**src/rtl/ysyx_220578_mem_arbiter_pkg.sv**
```systemverilog
// rtl/ysyx_220578_mem_arbiter_pkg.sv - shared encodings and default widths for the memory arbiter
package ysyx_220578_mem_arbiter_pkg;

  localparam int DEF_ADDR_WIDTH   = 64;
  localparam int DEF_DATA_WIDTH   = 64;
  localparam int DEF_STARVE_LIMIT = 4;
  localparam int DEF_TIMEOUT      = 255;
  localparam int TMO_WIDTH        = 8;

  typedef enum logic [1:0] {
    ST_IDLE = 2'd0,
    ST_REQ  = 2'd1,
    ST_WAIT = 2'd2
  } state_t;

  typedef enum logic {
    OWN_IFU = 1'b0,
    OWN_LSU = 1'b1
  } owner_t;

endpackage

```
**src/rtl/ysyx_220578_mem_arbiter_if.sv**
```systemverilog
// rtl/ysyx_220578_mem_arbiter_if.sv - IFU, LSU and memory-side signals of the arbiter
interface ysyx_220578_mem_arbiter_if
  import ysyx_220578_mem_arbiter_pkg::*;
#(
  parameter int ADDR_WIDTH = DEF_ADDR_WIDTH,
  parameter int DATA_WIDTH = DEF_DATA_WIDTH
);
  logic                    ifu_req_valid;
  logic                    ifu_req_ready;
  logic [ADDR_WIDTH-1:0]   ifu_addr;
  logic                    ifu_resp_valid;
  logic [DATA_WIDTH-1:0]   ifu_resp_data;
  logic                    lsu_req_valid;
  logic                    lsu_req_ready;
  logic [ADDR_WIDTH-1:0]   lsu_addr;
  logic                    lsu_wen;
  logic [DATA_WIDTH-1:0]   lsu_wdata;
  logic [DATA_WIDTH/8-1:0] lsu_wmask;
  logic                    lsu_resp_valid;
  logic [DATA_WIDTH-1:0]   lsu_resp_data;
  logic                    mem_req_valid;
  logic                    mem_req_ready;
  logic [ADDR_WIDTH-1:0]   mem_addr;
  logic                    mem_wen;
  logic [DATA_WIDTH-1:0]   mem_wdata;
  logic [DATA_WIDTH/8-1:0] mem_wmask;
  logic                    mem_resp_valid;
  logic [DATA_WIDTH-1:0]   mem_resp_data;
  logic                    bus_err;

  // master is the arbiter itself; slave is the requesters plus memory around it
  modport master (
    input  ifu_req_valid, ifu_addr, lsu_req_valid, lsu_addr, lsu_wen, lsu_wdata, lsu_wmask,
           mem_req_ready, mem_resp_valid, mem_resp_data,
    output ifu_req_ready, ifu_resp_valid, ifu_resp_data, lsu_req_ready, lsu_resp_valid,
           lsu_resp_data, mem_req_valid, mem_addr, mem_wen, mem_wdata, mem_wmask, bus_err
  );

  modport slave (
    output ifu_req_valid, ifu_addr, lsu_req_valid, lsu_addr, lsu_wen, lsu_wdata, lsu_wmask,
           mem_req_ready, mem_resp_valid, mem_resp_data,
    input  ifu_req_ready, ifu_resp_valid, ifu_resp_data, lsu_req_ready, lsu_resp_valid,
           lsu_resp_data, mem_req_valid, mem_addr, mem_wen, mem_wdata, mem_wmask, bus_err
  );

endinterface

```
**src/rtl/ysyx_220578_mem_arbiter_arb_pick.sv**
```systemverilog
// rtl/ysyx_220578_mem_arbiter_arb_pick.sv - combinational LSU-first picker with IFU starvation override
module ysyx_220578_arb_pick
  import ysyx_220578_mem_arbiter_pkg::*;
(
  input  logic   idle,
  input  logic   ifu_valid,
  input  logic   lsu_valid,
  input  logic   starved,
  output logic   ifu_ready,
  output logic   lsu_ready,
  output logic   grant,
  output owner_t grant_owner
);

  always_comb begin
    lsu_ready   = idle && !(ifu_valid && starved);
    ifu_ready   = idle && (!lsu_valid || starved);
    grant       = (lsu_valid && lsu_ready) || (ifu_valid && ifu_ready);
    grant_owner = (lsu_valid && lsu_ready) ? OWN_LSU : OWN_IFU;
  end

endmodule

```
**src/rtl/ysyx_220578_mem_arbiter.sv**
```systemverilog
// rtl/ysyx_220578_mem_arbiter.sv - single-port memory arbiter between IFU and LSU with timeout guard
module ysyx_220578_mem_arbiter
  import ysyx_220578_mem_arbiter_pkg::*;
#(
  parameter int ADDR_WIDTH   = DEF_ADDR_WIDTH,
  parameter int DATA_WIDTH   = DEF_DATA_WIDTH,
  parameter int STARVE_LIMIT = DEF_STARVE_LIMIT,
  parameter int TIMEOUT      = DEF_TIMEOUT
) (
  input logic clk,
  input logic rst,
  ysyx_220578_mem_arbiter_if.master bus
);

  localparam int SW = $clog2(STARVE_LIMIT + 1);
  localparam logic [SW-1:0]        STARVE_MAX = SW'(STARVE_LIMIT);
  localparam logic [TMO_WIDTH-1:0] TMO_LAST   = TMO_WIDTH'(TIMEOUT - 1);

  state_t                  state, state_next;
  owner_t                  owner, grant_owner;
  logic [SW-1:0]           starve_cnt;
  logic [TMO_WIDTH-1:0]    tmo_cnt;
  logic                    idle, grant, ifu_ready, lsu_ready, resp_hit, tmo_hit;
  logic [ADDR_WIDTH-1:0]   addr_sel;
  logic [DATA_WIDTH-1:0]   wdata_sel;
  logic [DATA_WIDTH/8-1:0] wmask_sel;
  logic                    wen_sel;

  // readies are held low while reset is asserted so nothing is accepted into a reset cycle
  assign idle = (state == ST_IDLE) && !rst;

  ysyx_220578_arb_pick pick (
    .idle        (idle),
    .ifu_valid   (bus.ifu_req_valid),
    .lsu_valid   (bus.lsu_req_valid),
    .starved     (starve_cnt == STARVE_MAX),
    .ifu_ready   (ifu_ready),
    .lsu_ready   (lsu_ready),
    .grant       (grant),
    .grant_owner (grant_owner)
  );

  assign bus.ifu_req_ready = ifu_ready;
  assign bus.lsu_req_ready = lsu_ready;

  // timeout fires on the TIMEOUT-th silent WAIT cycle, so WAIT never lasts longer than TIMEOUT
  assign resp_hit = (state == ST_WAIT) && bus.mem_resp_valid;
  assign tmo_hit  = (state == ST_WAIT) && !bus.mem_resp_valid && (tmo_cnt == TMO_LAST);

  always_comb begin
    addr_sel  = bus.ifu_addr;
    wen_sel   = 1'b0;
    wdata_sel = '0;
    wmask_sel = '0;
    if (grant_owner == OWN_LSU) begin
      addr_sel  = bus.lsu_addr;
      wen_sel   = bus.lsu_wen;
      wdata_sel = bus.lsu_wdata;
      wmask_sel = bus.lsu_wmask;
    end
  end

  always_ff @(posedge clk) begin
    if (rst) state <= ST_IDLE;
    else     state <= state_next;
  end

  always_comb begin
    state_next = state;
    case (state)
      ST_IDLE: if (grant) state_next = ST_REQ;
      ST_REQ:  if (bus.mem_req_ready) state_next = ST_WAIT;
      ST_WAIT: if (resp_hit || tmo_hit) state_next = ST_IDLE;
      default: state_next = ST_IDLE;
    endcase
  end

  always_ff @(posedge clk) begin
    if (rst) begin
      owner              <= OWN_IFU;
      starve_cnt         <= '0;
      tmo_cnt            <= '0;
      bus.mem_req_valid  <= 1'b0;
      bus.mem_addr       <= '0;
      bus.mem_wen        <= 1'b0;
      bus.mem_wdata      <= '0;
      bus.mem_wmask      <= '0;
      bus.ifu_resp_valid <= 1'b0;
      bus.ifu_resp_data  <= '0;
      bus.lsu_resp_valid <= 1'b0;
      bus.lsu_resp_data  <= '0;
      bus.bus_err        <= 1'b0;
    end else begin
      bus.ifu_resp_valid <= 1'b0;
      bus.lsu_resp_valid <= 1'b0;
      bus.bus_err        <= 1'b0;
      if (grant) begin
        owner             <= grant_owner;
        bus.mem_req_valid <= 1'b1;
        bus.mem_addr      <= addr_sel;
        bus.mem_wen       <= wen_sel;
        bus.mem_wdata     <= wdata_sel;
        bus.mem_wmask     <= wmask_sel;
        if (grant_owner == OWN_IFU)
          starve_cnt <= '0;
        else if (bus.ifu_req_valid && starve_cnt != STARVE_MAX)
          starve_cnt <= starve_cnt + 1'b1;
      end
      if (state == ST_REQ && bus.mem_req_ready) begin
        bus.mem_req_valid <= 1'b0;
        tmo_cnt           <= '0;
      end
      if (resp_hit || tmo_hit) begin
        bus.bus_err <= tmo_hit;
        if (owner == OWN_LSU) begin
          bus.lsu_resp_valid <= 1'b1;
          bus.lsu_resp_data  <= (tmo_hit || bus.mem_wen) ? DATA_WIDTH'(0) : bus.mem_resp_data;
        end else begin
          bus.ifu_resp_valid <= 1'b1;
          bus.ifu_resp_data  <= tmo_hit ? DATA_WIDTH'(0) : bus.mem_resp_data;
        end
      end else if (state == ST_WAIT) begin
        tmo_cnt <= tmo_cnt + 1'b1;
      end
    end
  end

endmodule
```
**src/flat_wrapper.sv**
```systemverilog
// flat-port wrapper written by rule: the top's interface ports become plain ports
module ysyx_220578_mem_arbiter_flat import ysyx_220578_mem_arbiter_pkg::*;
#(
  parameter int ADDR_WIDTH   = DEF_ADDR_WIDTH,
  parameter int DATA_WIDTH   = DEF_DATA_WIDTH,
  parameter int STARVE_LIMIT = DEF_STARVE_LIMIT,
  parameter int TIMEOUT      = DEF_TIMEOUT
)
  (clk, rst, bus_ifu_req_valid, bus_ifu_addr, bus_lsu_req_valid, bus_lsu_addr, bus_lsu_wen, bus_lsu_wdata, bus_lsu_wmask, bus_mem_req_ready, bus_mem_resp_valid, bus_mem_resp_data, bus_ifu_req_ready, bus_ifu_resp_valid, bus_ifu_resp_data, bus_lsu_req_ready, bus_lsu_resp_valid, bus_lsu_resp_data, bus_mem_req_valid, bus_mem_addr, bus_mem_wen, bus_mem_wdata, bus_mem_wmask, bus_bus_err);
  ysyx_220578_mem_arbiter_if #(.ADDR_WIDTH(ADDR_WIDTH), .DATA_WIDTH(DATA_WIDTH)) bus_i ();
  input logic clk;
  input logic rst;
  input wire logic [$bits(bus_i.ifu_req_valid)-1:0] bus_ifu_req_valid;
  input wire logic [$bits(bus_i.ifu_addr)-1:0] bus_ifu_addr;
  input wire logic [$bits(bus_i.lsu_req_valid)-1:0] bus_lsu_req_valid;
  input wire logic [$bits(bus_i.lsu_addr)-1:0] bus_lsu_addr;
  input wire logic [$bits(bus_i.lsu_wen)-1:0] bus_lsu_wen;
  input wire logic [$bits(bus_i.lsu_wdata)-1:0] bus_lsu_wdata;
  input wire logic [$bits(bus_i.lsu_wmask)-1:0] bus_lsu_wmask;
  input wire logic [$bits(bus_i.mem_req_ready)-1:0] bus_mem_req_ready;
  input wire logic [$bits(bus_i.mem_resp_valid)-1:0] bus_mem_resp_valid;
  input wire logic [$bits(bus_i.mem_resp_data)-1:0] bus_mem_resp_data;
  output wire logic [$bits(bus_i.ifu_req_ready)-1:0] bus_ifu_req_ready;
  output wire logic [$bits(bus_i.ifu_resp_valid)-1:0] bus_ifu_resp_valid;
  output wire logic [$bits(bus_i.ifu_resp_data)-1:0] bus_ifu_resp_data;
  output wire logic [$bits(bus_i.lsu_req_ready)-1:0] bus_lsu_req_ready;
  output wire logic [$bits(bus_i.lsu_resp_valid)-1:0] bus_lsu_resp_valid;
  output wire logic [$bits(bus_i.lsu_resp_data)-1:0] bus_lsu_resp_data;
  output wire logic [$bits(bus_i.mem_req_valid)-1:0] bus_mem_req_valid;
  output wire logic [$bits(bus_i.mem_addr)-1:0] bus_mem_addr;
  output wire logic [$bits(bus_i.mem_wen)-1:0] bus_mem_wen;
  output wire logic [$bits(bus_i.mem_wdata)-1:0] bus_mem_wdata;
  output wire logic [$bits(bus_i.mem_wmask)-1:0] bus_mem_wmask;
  output wire logic [$bits(bus_i.bus_err)-1:0] bus_bus_err;
  assign bus_i.ifu_req_valid = bus_ifu_req_valid;
  assign bus_i.ifu_addr = bus_ifu_addr;
  assign bus_i.lsu_req_valid = bus_lsu_req_valid;
  assign bus_i.lsu_addr = bus_lsu_addr;
  assign bus_i.lsu_wen = bus_lsu_wen;
  assign bus_i.lsu_wdata = bus_lsu_wdata;
  assign bus_i.lsu_wmask = bus_lsu_wmask;
  assign bus_i.mem_req_ready = bus_mem_req_ready;
  assign bus_i.mem_resp_valid = bus_mem_resp_valid;
  assign bus_i.mem_resp_data = bus_mem_resp_data;
  assign bus_ifu_req_ready = bus_i.ifu_req_ready;
  assign bus_ifu_resp_valid = bus_i.ifu_resp_valid;
  assign bus_ifu_resp_data = bus_i.ifu_resp_data;
  assign bus_lsu_req_ready = bus_i.lsu_req_ready;
  assign bus_lsu_resp_valid = bus_i.lsu_resp_valid;
  assign bus_lsu_resp_data = bus_i.lsu_resp_data;
  assign bus_mem_req_valid = bus_i.mem_req_valid;
  assign bus_mem_addr = bus_i.mem_addr;
  assign bus_mem_wen = bus_i.mem_wen;
  assign bus_mem_wdata = bus_i.mem_wdata;
  assign bus_mem_wmask = bus_i.mem_wmask;
  assign bus_bus_err = bus_i.bus_err;
  ysyx_220578_mem_arbiter #(.ADDR_WIDTH(ADDR_WIDTH), .DATA_WIDTH(DATA_WIDTH), .STARVE_LIMIT(STARVE_LIMIT), .TIMEOUT(TIMEOUT)) u_core (.clk(clk), .rst(rst), .bus(bus_i));
endmodule
```
**config.mk**
```make
export PLATFORM = sky130hd
export DESIGN_NAME = ysyx_220578_mem_arbiter_flat
export DESIGN_NICKNAME = d
export VERILOG_FILES = /design/src/rtl/ysyx_220578_mem_arbiter_pkg.sv /design/src/rtl/ysyx_220578_mem_arbiter_if.sv /design/src/rtl/ysyx_220578_mem_arbiter_arb_pick.sv /design/src/rtl/ysyx_220578_mem_arbiter.sv /design/src/flat_wrapper.sv
export SDC_FILE = /design/constraint.sdc
export NUM_CORES = 1
export LEC_CHECK = 0
export BUFFER_PORTS_ARGS = -buffer_cell sky130_fd_sc_hd__buf_2
export CELL_PAD_IN_SITES_DETAIL_PLACEMENT = 1
export CELL_PAD_IN_SITES_GLOBAL_PLACEMENT = 2
export CORE_AREA = 4 4 210 212
export CTS_CLUSTER_SIZE = 40
export DETAILED_ROUTE_END_ITERATION = 8
export DIE_AREA = 0 0 214 216
export PLACE_DENSITY = 0.83
export SLEW_MARGIN = 20
export SYNTH_ARGS = -nofsm -noshare
export SYNTH_HDL_FRONTEND = slang
export SYNTH_HIERARCHICAL = 1
export SYNTH_SLANG_ARGS = --single-unit
```
**constraint.sdc**
```tcl
create_clock -name clk -period 4.9 [get_ports clk]
set_input_delay 0.98 -clock clk [delete_from_list [all_inputs] [get_ports clk]]
set_output_delay 0.98 -clock clk [all_outputs]
set_load 0.005 [all_outputs]
```
== Yosys cells after proc, flatten, opt, wreduce, memory -nomap -nowiden ==
Index checks and enable logic that the tools add are counted.

* Flip-flop bits (word level): 283
* Logic and storage cells: 71
* Bits of input ports: 271
* Output and inout port bits: 271

* Equal/unequal tests: 9
* Bitwise gates (word level): 2
* $add $sub $neg: 2
* Muxes and demuxes: 18
* Reductions and logical operators: 26

{| class="wikitable"
|+ Operator list
! kind !! count
|-
| $mux W64 || 4
|-
| $mux W8 || 4
|-
| $logic_and A1 B1 Y1 || 11
|-
| $add A8 B1 Y8 const B || 1
|-
| $eq A8 B8 Y1 const B || 1
|-
| $mux W2 || 3
|-
| $mux W3 || 2
|-
| $ne A2 B2 Y1 const B || 3
|-
| $pmux W2 S3 || 1
|-
| $reduce_and A2 Y1 || 3
|-
| $logic_not A1 Y1 || 4
|-
| $logic_or A1 B1 Y1 || 4
|-
| $mux W1 || 4
|-
| $reduce_or A2 Y1 || 2
|-
| $add A3 B1 Y3 const B || 1
|-
| $eq A3 B3 Y1 const B || 1
|-
| $ne A3 B3 Y1 const B || 1
|-
| $reduce_and A3 Y1 || 1
|-
| $eq A2 B1 Y1 const B || 1
|-
| $eq A2 B2 Y1 const B || 1
|-
| $logic_not A2 Y1 || 1
|-
| $ne A2 B1 Y1 const B || 1
|-
| $not A1 Y1 || 2
|}

== Logic depth before layout (Yosys ltp) ==
* Depth in word-level cells: 8
* Mapped depth: 12

== Hierarchy ==
The synthesis kept the hierarchy.

{| class="wikitable"
|+ By module, submodules not included
! module !! area an instance (um^2) !! sequential area each (um^2) !! times used !! cells an instance
|-
| ysyx_220578_mem_arbiter || 10402.5 || 5665.4 || 1 || 1009
|-
| ysyx_220578_arb_pick || 36.3 || 0.0 || 1 || 5
|}

== Least setup slack after synthesis ==
OpenSTA, ideal clock, no wires.

* Path kind: input to register
* Start: input rst
* End: register u_core/bus.mem_addr[36] (netlist bit)
* Data required time: 4763 ps
* Data arrival time: 3000 ps
* Path buffers: 6
* Path slack: 1763 ps
* Setup time: 137 ps
* Cell stages on the path: 11
* Cells stage by stage: buf_2 clkbuf_1 clkbuf_1 nor3_1 a21boi_2 and2_1 clkbuf_1 buf_2 buf_2 mux2i_1 a211oi_1

* Longest elaborated chain between the ends: 6
* Elaborated cells between the ends (all ways): 9

{| class="wikitable"
|+ RTL lines
! item !! RTL line !! text
|-
| start, declared || flat_wrapper.sv:12 || <nowiki>input logic rst;</nowiki>
|-
| $logic_not A1 Y1 || ysyx_220578_mem_arbiter.sv:30 || <nowiki>assign idle = (state == ST_IDLE) && !rst;</nowiki>
|-
| $logic_and A1 B1 Y1 || ysyx_220578_mem_arbiter.sv:30 ||
|-
| via u_core.idle || ysyx_220578_mem_arbiter.sv:23 || <nowiki>logic idle, grant, ifu_ready, lsu_ready, resp_hit, tmo_hit;</nowiki>
|-
| $logic_and A1 B1 Y1 || ysyx_220578_mem_arbiter_arb_pick.sv:16 || <nowiki>lsu_ready = idle && !(ifu_valid && starved);</nowiki>
|-
| via bus_lsu_req_ready || flat_wrapper.sv:26 || <nowiki>output wire logic [$bits(bus_i.lsu_req_ready)-1:0] bus_lsu_req_ready;</nowiki>
|-
| $logic_and A1 B1 Y1 || ysyx_220578_mem_arbiter_arb_pick.sv:19 || <nowiki>grant_owner = (lsu_valid && lsu_ready) ? OWN_LSU : OWN_IFU;</nowiki>
|-
| $mux W1 || ysyx_220578_mem_arbiter_arb_pick.sv:19 ||
|-
| via u_core.grant_owner || ysyx_220578_mem_arbiter.sv:20 || <nowiki>owner_t owner, grant_owner;</nowiki>
|-
| $mux W64 || ysyx_220578_mem_arbiter.sv:55 || <nowiki>if (grant_owner == OWN_LSU) begin</nowiki>
|-
| end signal, assigned || ysyx_220578_mem_arbiter.sv:100 || <nowiki>bus.mem_addr <= addr_sel;</nowiki>
|-
| end, declared || ysyx_220578_mem_arbiter_if.sv:36 || <nowiki>lsu_resp_data, mem_req_valid, mem_addr, mem_wen, mem_wdata, mem_wmask, bus_err</nowiki>
|}

The timed path passes the listed nets, and every way through them passes these cells.
A chain may end at the register's enable or synchronous reset.

== Worst setup path after layout ==
* Start: input rst
* End: output bus_ifu_req_ready

* Longest elaborated chain between the ends: 3

{| class="wikitable"
|+ RTL lines
! item !! RTL line !! text
|-
| $logic_not A1 Y1 || ysyx_220578_mem_arbiter.sv:30 ||
|-
| $logic_and A1 B1 Y1 || ysyx_220578_mem_arbiter.sv:30 ||
|-
| via u_core.idle || ysyx_220578_mem_arbiter.sv:23 ||
|-
| $logic_and A1 B1 Y1 || ysyx_220578_mem_arbiter_arb_pick.sv:17 || <nowiki>ifu_ready = idle && (!lsu_valid || starved);</nowiki>
|-
| end, declared || flat_wrapper.sv:23 || <nowiki>output wire logic [$bits(bus_i.ifu_req_ready)-1:0] bus_ifu_req_ready;</nowiki>
|}

The timed path passes the listed nets, and every way through them passes these cells.

==> results.json <==
{
  "ys_ff_latch": 283,
  "clkLatencyLatePin_ps": 520,
  "maxSlewViolCount": 0,
  "grt_pass1_wl_um": 62000,
  "syn-num-nets": 1289,
  "overflow": 0,
  "pin_count": 542,
  "path_class": "primary input to output port",
  "hold_buffers": 0,
  "synth.cell_area_sq_mm": 0.0104,
  "clock_skew_ps": 21.1,
  "fin_tns_setup_ps": 0,
  "placementRows": 75,
  "final_cells": 2079,
  "drc": 0,
  "setup-violations-final": 0,
  "ctsLongestPathBuffers": 3,
  "status": "completed",
  "startpoint_type": "primary input",
  "die-area_sq_mm": 0.0462,
  "endpoint": "bus_ifu_req_ready",
  "cts_root_buffer": "clkbuf_16",
  "cpMaxStageDelayCell": "nor3_1",
  "place_hpwl_um": 30500,
  "area_growth_pct": 40.9,
  "hp-class": "flip-flop to flip-flop",
  "timing.final.crit_share": 0.630,
  "gp_congestion": 0.786,
  "postSynthCellCount": 1014,
  "cp_cell_sequence": "buf_4, nor3_1, a21boi_0, buf_2",
  "r2r_slack_ps": 2110,
  "synth_ff_type": "dfxtp_1",
  "io_buffer_count": 541,
  "cp-end-kind": "output port",
  "grt_max_degree": 93,
  "core_sq_mm": 0.0419,
  "dp.cells": 2013,
  "reg2regPathDepth": 6,
  "die_w_um": 214,
  "wl_met1_um": 16000,
  "finalInstanceArea_sq_mm": 0.0147,
  "ys_types": 50,
  "place_ws_ps": 1400,
  "vias_per_cell": 4.79,
  "fin_nets": 1787,
  "clk_pin_slew_worst_paths_ps": 60,
  "syn_area_per_cell_sq_um": 10.3,
  "grt_antenna_before_repair": 12,
  "slowest_delay_ps": 440,
  "layout_setup_ws_ps": 1810,
  "crit_required_ps": 3920,
  "power.leakage_nw": 6.79,
  "hold_violations": 0,
  "rsz0062_at_grt": "no",
  "post-route-min-period_ps": 3090,
  "die_height_um": 216,
  "dr.first_iter.drc_count": 461,
  "ys_warn_count": 6,
  "slew_headroom": 0.327,
  "peakVddDrop_v": 0.000208,
  "met3WireLength_um": 3440,
  "p_per_area_mw_per_mm2": 373,
  "cts_setup_buffers": 0,
  "layout-drive-gt1-share": 0.427,
  "ys_seq_area_frac": 0.543,
  "drv_cap": 0,
  "cts_tree": "done",
  "h-tree-depth": 2,
  "worst_pin_slew_ps": 1010,
  "grt_pass1_vias": 10432,
  "timing.fmax_mhz": 324,
  "cp-startpoint": "rst",
  "cp_max_fo": 8,
  "via_count": 9950,
  "ctsResizeCount": 0,
  "totalWireLength_um": 41000,
  "crit_arrival_ps": 2110,
  "initial_core_util": 0.249,
  "synth_edf_count": 0,
  "ant_nets": 0,
  "async_flop_share": 0,
  "wl_met2_um": 20500,
  "grt_util_all_layers": 0.167,
  "rr_startpoint": "u_core/state[0]",
  "drt_pass1_iterations": 4,
  "numCtsBuffers": 35,
  "top_layer": "met5",
  "cts_num_sinks": 283,
  "place_area_sq_mm": 0.0136,
  "wl_per_cell_um": 19.7,
  "r2r-end": "u_core/bus.mem_addr[42]"
}
[cell usage in the layout, fill, tap and decap left out, types with 2 or more instances in the layout]
cell type	count
and2_1	3
and4_1	2
a22o_1	34
nand4_1	2
nand2b_1	2
ha_1	4
nor3_1	3
nand2_1	42
a31o_2	22
buf_4	18
diode_2	5
clkbuf_1	7
dfxtp_1	283
a21o_1	5
inv_1	8
a21oi_2	2
a21oi_1	43
a211oi_1	64
mux2i_1	64
nand3_1	5
buf_2	540
or3_1	3
clkbuf_8	8
a22oi_1	73
o21ai_0	6
clkinv_4	2
a31oi_1	2
nor2_1	143
clkbuf_16	35
a32o_1	60
clkinv_2	6
buf_12	2
a31o_1	12
nor3_4	2
[worst max-delay path, delay by kind of cell]
kind	cells	cell delay [ps]
buf+inv	2	380
simple gates	1	440
compound gates	1	310
[area by class of cell]
cell class | count | area, sq um
multi-input combinational | 622 | 4330
fill | 4946 | 27200
inverter | 9 | 33.8
tap | 539 | 674
sequential | 283 | 5670
clock buffer | 50 | 1010
timing repair buffer | 561 | 2890
antenna | 5 | 12.5
clock inverter | 10 | 86.3
[through the flow]
stage                util  hold slack [ps]  total power (W)
floorplan               -              451          0.00276
detailed placement  0.324              449          0.00307
CTS                 0.350              464          0.00559
finish              0.351              459          0.00549
global route        0.350              471          0.00575
global placement    0.324              444          0.00305
[per-layer routing]
metal | global-route usage | vias to the layer above
li1 | - | 4768
met1 | 0.188 | 4733
met4 | 0.0475 | 8
met3 | 0.0601 | 71
met2 | 0.299 | 370
met5 | 0 | -
[where the power goes]
| part | internal (W) | switching [W] |
|---|---|---|
| logic | 0.000246 | 0.000331 |
| registers | 0.00238 | 0.0000449 |
| clock network | 0.00149 | 0.000995 |
[cells in the mapped netlist (4+ instances only)]
cell      count  share of area
a31o_1       12          0.010
a21o_1        5         0.0036
nand3_1       5         0.0024
and2_1        5         0.0030
ha_1          4         0.0048
nand2_1      42          0.015
nor3_1        4         0.0019
a32o_1       60          0.058
mux2i_1      64          0.061
clkbuf_1     55          0.020
buf_1        10         0.0036
nor2_1      143          0.051
a211oi_1     64          0.046
buf_2        27          0.013
a21oi_1      44          0.021
o21ai_0       6         0.0029
a31o_2       22          0.018
a22o_1       34          0.029
buf_4         8         0.0058
a22oi_1      73          0.052
inv_1         8         0.0029
dfxtp_1     283           0.54
[state kept, by name (all words and copies together), names as in the netlist, 2 cells and up]
name	count
u_core/bus.mem_addr	64
u_core/bus.lsu_resp_data	64
u_core/bus.mem_wdata	64
u_core/tmo_cnt	8
u_core/bus.ifu_resp_data	64
u_core/bus.mem_wmask	8
u_core/state	2
u_core/starve_cnt	3
[how the worst min path moves through the flow]
stage / slack [ps] / cells past startpoint / end / start
after CTS: 460 / 1 / u_core/bus.ifu_resp_data[9] / u_core/bus.ifu_resp_data[9]
after global placement: 440 / 1 / u_core/bus.lsu_resp_data[20] / u_core/bus.lsu_resp_data[20]
final: 460 / 1 / u_core/bus.ifu_resp_data[9] / u_core/bus.ifu_resp_data[9]
after floorplan: 450 / 1 / u_core/bus.mem_req_valid / u_core/bus.mem_req_valid
after detailed placement: 450 / 1 / u_core/bus.lsu_resp_data[31] / u_core/bus.lsu_resp_data[31]
after global routing: 470 / 1 / u_core/bus.ifu_resp_data[9] / u_core/bus.ifu_resp_data[9]
[logic make-up after synthesis]
| logic type | Yosys count | synth area share |
|---|---|---|
| AO/OA/AOI/OAI | 333 | 0.253 |
| XOR/XNOR | 1 | 0.000839 |
| adder cells (fa/ha/maj) | 4 | 0.00479 |
| buffers and inverters | 109 | 0.0453 |
| flip-flops | 283 | 0.543 |
| multiplexers | 65 | 0.0624 |
| AND/OR/NAND/NOR | 219 | 0.0905 |
Note: power is estimated with default switching activity, not from simulation.
